[src/rtl/ds_pkg.sv]
// Shared FSM state type, mode encodings and geometry helpers for the downsample engine.
// No logic of its own; imported by the engine and its address generator.
package ds_pkg;

    typedef enum logic [2:0] {
        IDLE,
        READ,
        ACC,
        FLUSH,
        DONE
    } ds_state_t;

    localparam logic MODE_DECIMATE = 1'b0;
    localparam logic MODE_AVERAGE  = 1'b1;

    // Output image dimension for an input dimension reduced by 2^factor_log2.
    function automatic int out_dim(input int img_dim, input int factor_log2);
        return img_dim >> factor_log2;
    endfunction

    // Reads per output pixel: a full FxF block when averaging, one tap when decimating.
    function automatic int taps(input logic avg, input int factor_log2);
        return avg ? (1 << (2 * factor_log2)) : 1;
    endfunction

endpackage

[src/rtl/ds_addr_gen.sv]
// Tap/block walker producing the input read address and the output pixel index.
// Latency: mi_add follows the registered counters combinationally; one tap per step.
// Backpressure: none; advances only when step/out_adv are pulsed by the FSM.
module ds_addr_gen
    import ds_pkg::*;
#(
    parameter int ADDR_W      = 19,
    parameter int IMG_W       = 512,
    parameter int IMG_H       = 512,
    parameter int FACTOR_LOG2 = 1
) (
    input  logic              clk,
    input  logic              rst_n,
    input  logic              clear,
    input  logic              step,
    input  logic              avg,
    input  logic              out_adv,
    output logic [ADDR_W-1:0] mi_add,
    output logic [ADDR_W-1:0] out_idx,
    output logic              tap_first,
    output logic              tap_last,
    output logic              blk_last
);

    localparam int F     = 1 << FACTOR_LOG2;
    localparam int OUT_W = out_dim(IMG_W, FACTOR_LOG2);
    localparam int OUT_H = out_dim(IMG_H, FACTOR_LOG2);

    // Constant strides; every address is reached by adding one of these.
    localparam logic [ADDR_W-1:0] ROW_STEP  = ADDR_W'(IMG_W - (F - 1));
    localparam logic [ADDR_W-1:0] BLK_STEP  = ADDR_W'(F);
    localparam logic [ADDR_W-1:0] WRAP_STEP = ADDR_W'(F + (F - 1) * IMG_W);
    localparam logic [ADDR_W-1:0] OX_MAX    = ADDR_W'(OUT_W - 1);
    localparam logic [ADDR_W-1:0] OUT_LAST  = ADDR_W'(OUT_W * OUT_H - 1);

    logic [FACTOR_LOG2-1:0] dx, dy;
    logic [ADDR_W-1:0]      ox;
    logic [ADDR_W-1:0]      blk_base;
    logic [ADDR_W-1:0]      tap_addr;
    logic [ADDR_W-1:0]      next_base;

    assign tap_first = (dx == '0) && (dy == '0);
    assign tap_last  = !avg || ((&dx) && (&dy));
    assign blk_last  = (out_idx == OUT_LAST);
    assign next_base = blk_base + ((ox == OX_MAX) ? WRAP_STEP : BLK_STEP);
    assign mi_add    = tap_addr;

    always_ff @(posedge clk or negedge rst_n) begin
        if (!rst_n) begin
            dx       <= '0;
            dy       <= '0;
            ox       <= '0;
            blk_base <= '0;
            tap_addr <= '0;
            out_idx  <= '0;
        end else if (clear) begin
            dx       <= '0;
            dy       <= '0;
            ox       <= '0;
            blk_base <= '0;
            tap_addr <= '0;
            out_idx  <= '0;
        end else begin
            if (step) begin
                if (tap_last) begin
                    dx       <= '0;
                    dy       <= '0;
                    ox       <= (ox == OX_MAX) ? '0 : ox + ADDR_W'(1);
                    blk_base <= next_base;
                    tap_addr <= next_base;
                end else if (&dx) begin
                    dx       <= '0;
                    dy       <= dy + FACTOR_LOG2'(1);
                    tap_addr <= tap_addr + ROW_STEP;
                end else begin
                    dx       <= dx + FACTOR_LOG2'(1);
                    tap_addr <= tap_addr + ADDR_W'(1);
                end
            end
            if (out_adv) begin
                out_idx <= out_idx + ADDR_W'(1);
            end
        end
    end

endmodule

[src/rtl/downsample_engine.sv]
// Reduces a raster image by 2^FACTOR_LOG2 per axis (decimate or box-average); DS_ROUND_EN rounds averages half up.
// Latency: T reads + 1 accumulate cycle per output pixel, write strobe one cycle later.
// Backpressure: none; memories are assumed always ready, START_FLAG/END_FLAG level handshake.
module downsample_engine
    import ds_pkg::*;
#(
    parameter int DATA_W      = 8,
    parameter int ADDR_W      = 19,
    parameter int IMG_W       = 512,
    parameter int IMG_H       = 512,
    parameter int FACTOR_LOG2 = 1
) (
    input  logic              clk,
    input  logic              rst,
    input  logic              START_FLAG,
    input  logic              MODE,
    output logic              END_FLAG,
    input  logic [DATA_W-1:0] MI_data,
    output logic [ADDR_W-1:0] MI_add,
    output logic              RD_MI,
    output logic [DATA_W-1:0] MO_data,
    output logic [ADDR_W-1:0] MO_add,
    output logic              WR_MO
);

    localparam int SH = 2 * FACTOR_LOG2;
`ifdef DS_ROUND_EN
    // One spare bit so sum + half can never wrap.
    localparam int ACC_W = DATA_W + SH + 1;
    localparam logic [ACC_W-1:0] RND = ACC_W'(1) << (SH - 1);
`else
    localparam int ACC_W = DATA_W + SH;
    localparam logic [ACC_W-1:0] RND = '0;
`endif

    ds_state_t         state;
    logic              mode_avg;
    logic              cap_vld;
    logic              cap_first;
    logic [ACC_W-1:0]  acc;
    logic [ACC_W-1:0]  sum_all;
    logic [ADDR_W-1:0] out_idx;
    logic              tap_first;
    logic              tap_last;
    logic              blk_last;
    logic              start;
    logic              out_adv;

    assign start   = (state == IDLE) && START_FLAG;
    assign out_adv = (state == ACC);
    assign RD_MI   = (state == READ);
    // In ACC the last tap is still on MI_data, so fold it in combinationally.
    assign sum_all = acc + ACC_W'(MI_data) + RND;

    ds_addr_gen #(
        .ADDR_W      (ADDR_W),
        .IMG_W       (IMG_W),
        .IMG_H       (IMG_H),
        .FACTOR_LOG2 (FACTOR_LOG2)
    ) u_addr_gen (
        .clk       (clk),
        .rst_n     (rst),
        .clear     (start),
        .step      (RD_MI),
        .avg       (mode_avg),
        .out_adv   (out_adv),
        .mi_add    (MI_add),
        .out_idx   (out_idx),
        .tap_first (tap_first),
        .tap_last  (tap_last),
        .blk_last  (blk_last)
    );

    always_ff @(posedge clk or negedge rst) begin
        if (!rst) begin
            state     <= IDLE;
            mode_avg  <= MODE_DECIMATE;
            cap_vld   <= 1'b0;
            cap_first <= 1'b0;
            acc       <= '0;
            MO_data   <= '0;
            MO_add    <= '0;
            WR_MO     <= 1'b0;
            END_FLAG  <= 1'b0;
        end else begin
            cap_vld   <= RD_MI;
            cap_first <= tap_first;
            WR_MO     <= 1'b0;
            if (cap_vld) begin
                acc <= cap_first ? ACC_W'(MI_data) : acc + ACC_W'(MI_data);
            end
            case (state)
                IDLE: begin
                    if (START_FLAG) begin
                        mode_avg <= MODE;
                        state    <= READ;
                    end
                end
                READ: begin
                    if (tap_last) begin
                        state <= ACC;
                    end
                end
                ACC: begin
                    MO_data <= (mode_avg == MODE_AVERAGE) ? DATA_W'(sum_all >> SH) : MI_data;
                    MO_add  <= out_idx;
                    WR_MO   <= 1'b1;
                    state   <= blk_last ? FLUSH : READ;
                end
                FLUSH: begin
                    state    <= DONE;
                    END_FLAG <= 1'b1;
                end
                DONE: begin
                    if (!START_FLAG) begin
                        state    <= IDLE;
                        END_FLAG <= 1'b0;
                    end
                end
                default: state <= IDLE;
            endcase
        end
    end

endmodule

[config.mk]
export PLATFORM = sky130hd
export DESIGN_NAME = downsample_engine
export DESIGN_NICKNAME = d
export VERILOG_FILES = /design/src/rtl/ds_pkg.sv /design/src/rtl/ds_addr_gen.sv /design/src/rtl/downsample_engine.sv
export SDC_FILE = /design/constraint.sdc
export NUM_CORES = 1
export LEC_CHECK = 0
export BUFFER_PORTS_ARGS = -buffer_cell sky130_fd_sc_hd__buf_2
export CAP_MARGIN = 20
export CORE_ASPECT_RATIO = 0.8
export CORE_MARGIN = 3
export CORE_UTILIZATION = 50
export DETAILED_ROUTE_END_ITERATION = 7
export PLACE_DENSITY = 0.67
export SYNTH_ARGS = -nofsm -noshare
export SYNTH_HDL_FRONTEND = slang
export SYNTH_SLANG_ARGS = --single-unit
[constraint.sdc]
create_clock -name clk -period 3.6 [get_ports clk]
set_clock_uncertainty 0.05 [all_clocks]
set_input_delay 0.9 -clock clk [delete_from_list [all_inputs] [get_ports clk]]
set_output_delay 0.9 -clock clk [all_outputs]
set_load 0.05 [all_outputs]
==> impl_metrics.toml, run 1 <==
[grt]
grt_max_degree = 55
grt_pass1_wl_mm = 27.09
grt_overflow = 0
grt_pass1_vias = 5537
grtUsageTotal = 0.2288
antenna_found_initial = 0

[logic_synthesis]
avgSynthCellArea_um2 = 9.089
synth_edf_count = 0
ys_ff_latch = 122
ys_top_cells_by_area = "dfrtp_1, nand2_1, xor2_1"
synth_top_area_share = 0.4503
synth_cells = 746
ys.flop_type = "dfrtp_1"
synth_warnings = 0
syn_area_mm2 = 0.006780
synth_nets = 780
synth.distinct_cells = 73
seq_area_frac_synth = 0.4503
async_reset_ff_frac = 1.000
yosys.area.top_type = "dfrtp_1"

[routing]
dr.pass1.iters = 5
post-route-drc-count = 0
drtIter0Drc = 553
viasPerCell = 5.731
ant_nets = 0
num_vias = 5691
drt-wirelength-per-cell_um = 16.00
routed_wirelength_mm = 15.89

[layout]
fillers = 1136
seqCellArea_mm2 = 0.003053
n_antenna_cell = 0
drive_above_1_share = 0.1491
multi_input_area_mm2 = 0.003527
final_cells = 993
area_growth_syn_to_layout_pct = 15.17
final_cell_area_mm2 = 0.007809
final_cell_mix = "nand2_1, dfrtp_1, nor2_1"
fin_nets = 839
final_common_cell = "nand2_1"

[sta]
tightest_slew_ns = 0.8777
setup_viol = 0
rsz0062_at_grt = "false"
relSlewSlack = 0.4099
hold_violations = 0
slew_viol_final = 0
period_needed_ns = 3.169
timing.setup.tns_ns = 0
fin_crit_sh = 0.8802
max_freq_ghz = 0.3156

[run_status]
outcome = "completed"

[clocking]
cts_tree = "yes"
insertion_delay_ns = 0.42
clock-sinks = 122
clock_path_buffers = 2
post_cts_buffers = 0
cts.clk_slew.worst_paths_ns = 0.06
cts_inserted_buffers = 17
cts_root_buffer = "clkbuf_16"
cts.hold.buffers_added = 0
cts_max_level = 4
cts_resized = 0

[placed_design]
dp.cells = 961
dpl_cell_area_mm2 = 0.007247
hpwl_mm = 11.08
portBuffers = 60
place_congestion = 0.8563

[floorplan]
core_mm2 = 0.01306
die_area_mm2 = 0.01500
io_pins = 61
die_w_um = 136.2
start_util = 0.5194
die_h_um = 110.2
fp-row-count = 37

[power]
power_density_mw_per_mm2 = 760.4
ir_worst_vdd_mv = 0.4523
p_leak_nw = 3.723

[worst_setup_path]
critPathCaptureType = "flip-flop"
crit_required_ns = 3.82
crit_path_start_kind = "flip-flop"
worstSetupPathType = "reg2reg"
critPathArrivalTime_ns = 3.39
crit_fanout = 7

[worst_hold_path]
hp-class = "reg2reg"

[flow_run]
cap_violations = 0
## synth_stat cells (3+ instances only)
cell type / number
a31oi_1: 6
and3_1: 11
nand3b_1: 4
xor2_1: 43
a21oi_1: 40
and4_1: 5
nor2_1: 86
dfrtp_1: 122
ha_1: 20
nor2_2: 4
a22oi_1: 4
a22o_1: 3
o21a_1: 4
nand4_1: 10
nand2_1: 128
o21ai_0: 44
xnor2_1: 26
nand3_1: 29
mux2i_1: 9
o31ai_1: 5
nor3_1: 13
a211oi_1: 5
buf_2: 5
nor3b_1: 7
or3_1: 5
buf_1: 3
a21o_1: 7
inv_1: 13
o211ai_1: 7
nor2b_1: 5
buf_4: 4
clkbuf_1: 16
## layer usage
metal	track usage	wire, um
met4	0.06763	146
met1	0.3169	7707
met2	0.3604	7166
met5	0	0
met3	0.05535	868
## power by group
group | internal [mW] | leakage [nW] | switching (mW)
Clock | 0.970 | 0.272 | 0.619
Combinational | 0.720 | 1.82 | 1.64
Sequential | 1.65 | 1.63 | 0.342
## area by class of cell
cell class	count	share of cell area
inverter	15	0.007371
multi-input combinational	579	0.4517
clock buffer	23	0.06377
timing repair buffer	70	0.04999
sequential	122	0.3910
clock inverter	9	0.008172
tap	175	0.02804
## final timing paths
path / from / endpoint / slack, ns / cells after the start
min reg2reg: MO_add[5]$_DFFE_PN0P_ / MO_add[5]$_DFFE_PN0P_ / 0.42 / 2
min in group asynchronous: rst / MO_data[1]$_DFFE_PN0P_ / 0.50 / 1
min: MO_add[5]$_DFFE_PN0P_ / MO_add[5]$_DFFE_PN0P_ / 0.42 / 2
max reg2reg: u_addr_gen.ox[0]$_DFFE_PN0P_ / u_addr_gen.mi_add[16]$_DFFE_PN0P_ / 0.43 / 11
max: u_addr_gen.ox[0]$_DFFE_PN0P_ / u_addr_gen.mi_add[16]$_DFFE_PN0P_ / 0.43 / 11
max in group asynchronous: rst / u_addr_gen.blk_base[3]$_DFFE_PN0P_ / 2.14 / 2
## sequential cells by signal, indices dropped and copies added, names as in the netlist, 3 cells and up
signal,count
MO_add,19
u_addr_gen.ox,19
u_addr_gen.blk_base,18
u_addr_gen.mi_add,19
MO_data,8
state,3
u_addr_gen.out_idx,19
acc,10
## stage by stage
stage          power [mW]  worst slack, ns    util  hold WS [ns]
3_5_place_dp        4.344           0.4719  0.5551        0.4068
6_report            5.938           0.4312  0.5981        0.4204
2_1_floorplan       3.764           0.6785       -        0.4002
3_3_place_gp        4.270           0.5386  0.5551        0.4049
4_1_cts             5.962           0.4546  0.5981        0.4225
5_1_grt             6.308          0.09523  0.5981        0.4483
## cell families after synthesis
group,Yosys count,synth area share
flip-flops,122,0.4503
XOR/XNOR,69,0.08913
adder cells (fa/ha/maj),22,0.04281
multiplexers,10,0.01495
AO/OA/AOI/OAI,151,0.1428
AND/OR/NAND/NOR,327,0.2305
buffers and inverters,45,0.02952
## critical path: stages (launching register included)
cell,delay [ns]
dfrtp_1,0.42
ha_1,0.22
and3_1,0.20
nand3_1,0.10
nor3_1,0.27
ha_1,0.32
and4_1,0.17
a41oi_1,0.56
nor3b_1,0.15
xor2_1,0.17
a221oi_1,0.25
o211ai_1,0.12
No activity file was read; power rests on OpenSTA's default activity.
==> run 2, diff against run 1 <==
--- a/config.mk
+++ b/config.mk
@@ -12,6 +12,7 @@
 export CORE_UTILIZATION = 50
 export DETAILED_ROUTE_END_ITERATION = 7
 export PLACE_DENSITY = 0.67
+export REMOVE_ABC_BUFFERS = 1
 export SYNTH_ARGS = -nofsm -noshare
 export SYNTH_HDL_FRONTEND = slang
 export SYNTH_SLANG_ARGS = --single-unit
==> impl_metrics.toml, run 2 (same netlist as run 1, synthesis figures left out) <==
[run_status]
outcome = "completed"

[floorplan]
io_pins = 61
die_area_mm2 = 0.01500
die_h_um = 110.2
die_w_um = 136.2
start_util = 0.5194
fp-row-count = 37
core_mm2 = 0.01306

[flow_run]
cap_violations = 0

[power]
clkPwrFrac = 0.301
ir_worst_vdd_mv = 0.3941
sw_frac_of_total = 0.4173
netSwitchingPower_mw = 2.592
pwr-share-seq = 0.321
power_frac_comb = 0.379
power_density_mw_per_mm2 = 785.3
total_power_mw = 6.212
p_leak_nw = 3.764
p_int_mw = 3.620

[grt]
grt_pass1_vias = 5664
grt_pass1_wl_mm = 27.69
grtUsageTotal = 0.2320
grt_overflow = 0
grt_max_degree = 64
antenna_found_initial = 1

[layout]
fin_util = 0.6060
final_cell_area_mm2 = 0.007911
fin_nets = 840
final_common_cell = "nand2_1"
area_growth_syn_to_layout_pct = 16.68
seqCellArea_mm2 = 0.003053
n_antenna_cell = 0
drive_above_1_share = 0.1502
multi_input_area_mm2 = 0.003527
final_cells = 994
fillers = 1155
final_cell_mix = "nand2_1, dfrtp_1, nor2_1"

[clocking]
cts.hold.buffers_added = 0
cts_tree = "yes"
cts_inserted_buffers = 17
insertion_delay_ns = 0.41
post_cts_buffers = 0
clock-sinks = 122
cts.clk_slew.worst_paths_ns = 0.06
cts_max_level = 4
cts_resized = 0
clock_path_buffers = 2
cts_root_buffer = "clkbuf_16"

[worst_setup_path]
crit_required_ns = 2.65
worstPathCellList = "or3b_1, clkinv_2, buf_2"
crit_fanout = 15
crit_start = "state[0]$_DFFE_PN0P_"
worstSetupPathType = "reg2out"
critPathCaptureType = "primary output"
crit_path_start_kind = "flip-flop"
critPathArrivalTime_ns = 2.17
slowest_delay_ns = 0.57
rr_startpoint = "u_addr_gen.ox[0]$_DFFE_PN0P_"
crit_path_top_delay_cell = "dfrtp_1"

[sta]
setup_slack_ns = 0.4842
fin_crit_sh = 0.8655
hold_violations = 0
rsz0062_at_grt = "false"
relSlewSlack = 0.3767
tightest_slew_ns = 0.9270
timing.setup.tns_ns = 0
setup_viol = 0
timing.hold.ws_ns = 0.4138
slew_viol_final = 0
period_needed_ns = 3.116
max_freq_ghz = 0.3209

[routing]
num_vias = 5617
dr.pass1.iters = 4
drtIter0Drc = 402
post-route-drc-count = 0
routed_wirelength_mm = 15.92
ant_nets = 0
viasPerCell = 5.651
drt-wirelength-per-cell_um = 16.01

[placed_design]
dpl_cell_area_mm2 = 0.007254
place_ws_ns = 0.5779
portBuffers = 60
hpwl_mm = 11.27
dp.cells = 962
place_congestion = 0.8871

[worst_hold_path]
holdCritStartpoint = "MO_add[5]$_DFFE_PN0P_"
hp-class = "reg2reg"
[run 2: changes by cell type in the layout (fill, tap and decap cells not counted), sizes merged]
cell | previous run | this run
buf | 70 | 71
clkinvlp | 3 | 4
bufinv | 0 | 4
clkinv | 6 | 1
[run 2: layout make-up]
class	count	share of cell area
Inverter	15	0.007275
Sequential cell	122	0.3859
Timing Repair Buffer	71	0.05029
Tap cell	175	0.02768
Clock inverter	9	0.02009
Multi-Input combinational cell	579	0.4458
Clock buffer	23	0.06294
[run 2: per-layer routing]
metal | GRT usage | up-vias | routed length [um] | share of wire
met5 | 0 | - | 13 | 0.00082
met2 | 0.3636 | 130 | 7324 | 0.46
met4 | 0.05899 | 2 | 148 | 0.0093
met1 | 0.3270 | 2743 | 7711 | 0.48
met3 | 0.05672 | 19 | 718 | 0.045
li1 | - | 2723 | - | -
[run 2: worst paths after layout]
| kind | end | slack, ns | cells past startpoint |
|---|---|---|---|
| max reg2reg | u_addr_gen.mi_add[16]$_DFFE_PN0P_ | 0.57 | 12 |
| min | MO_add[5]$_DFFE_PN0P_ | 0.41 | 2 |
| min in group asynchronous | MO_data[4]$_DFFE_PN0P_ | 0.54 | 1 |
| max in group asynchronous | END_FLAG$_DFFE_PN0P_ | 2.16 | 2 |
| min reg2reg | MO_add[5]$_DFFE_PN0P_ | 0.41 | 2 |
| max | RD_MI | 0.48 | 3 |
[run 2: power by group through the flow]
| stage | Combinational, mW | Clock [mW] | Sequential [mW] |
|---|---|---|---|
| after floorplan | 1.24 | 0 | 2.42 |
| after global placement | 2.30 | 0 | 1.99 |
| after detailed placement | 2.35 | 0 | 2.01 |
| after CTS | 2.37 | 1.89 | 1.99 |
| after global routing | 2.60 | 1.96 | 2.04 |
| final | 2.35 | 1.87 | 1.99 |
[run 2: critical path: cells and delay by family (launching register included)]
family / cells / cell delay (ns)
buffers and inverters: 2 / 0.61
DFF: 1 / 0.57
and+or+nand+nor: 1 / 0.57
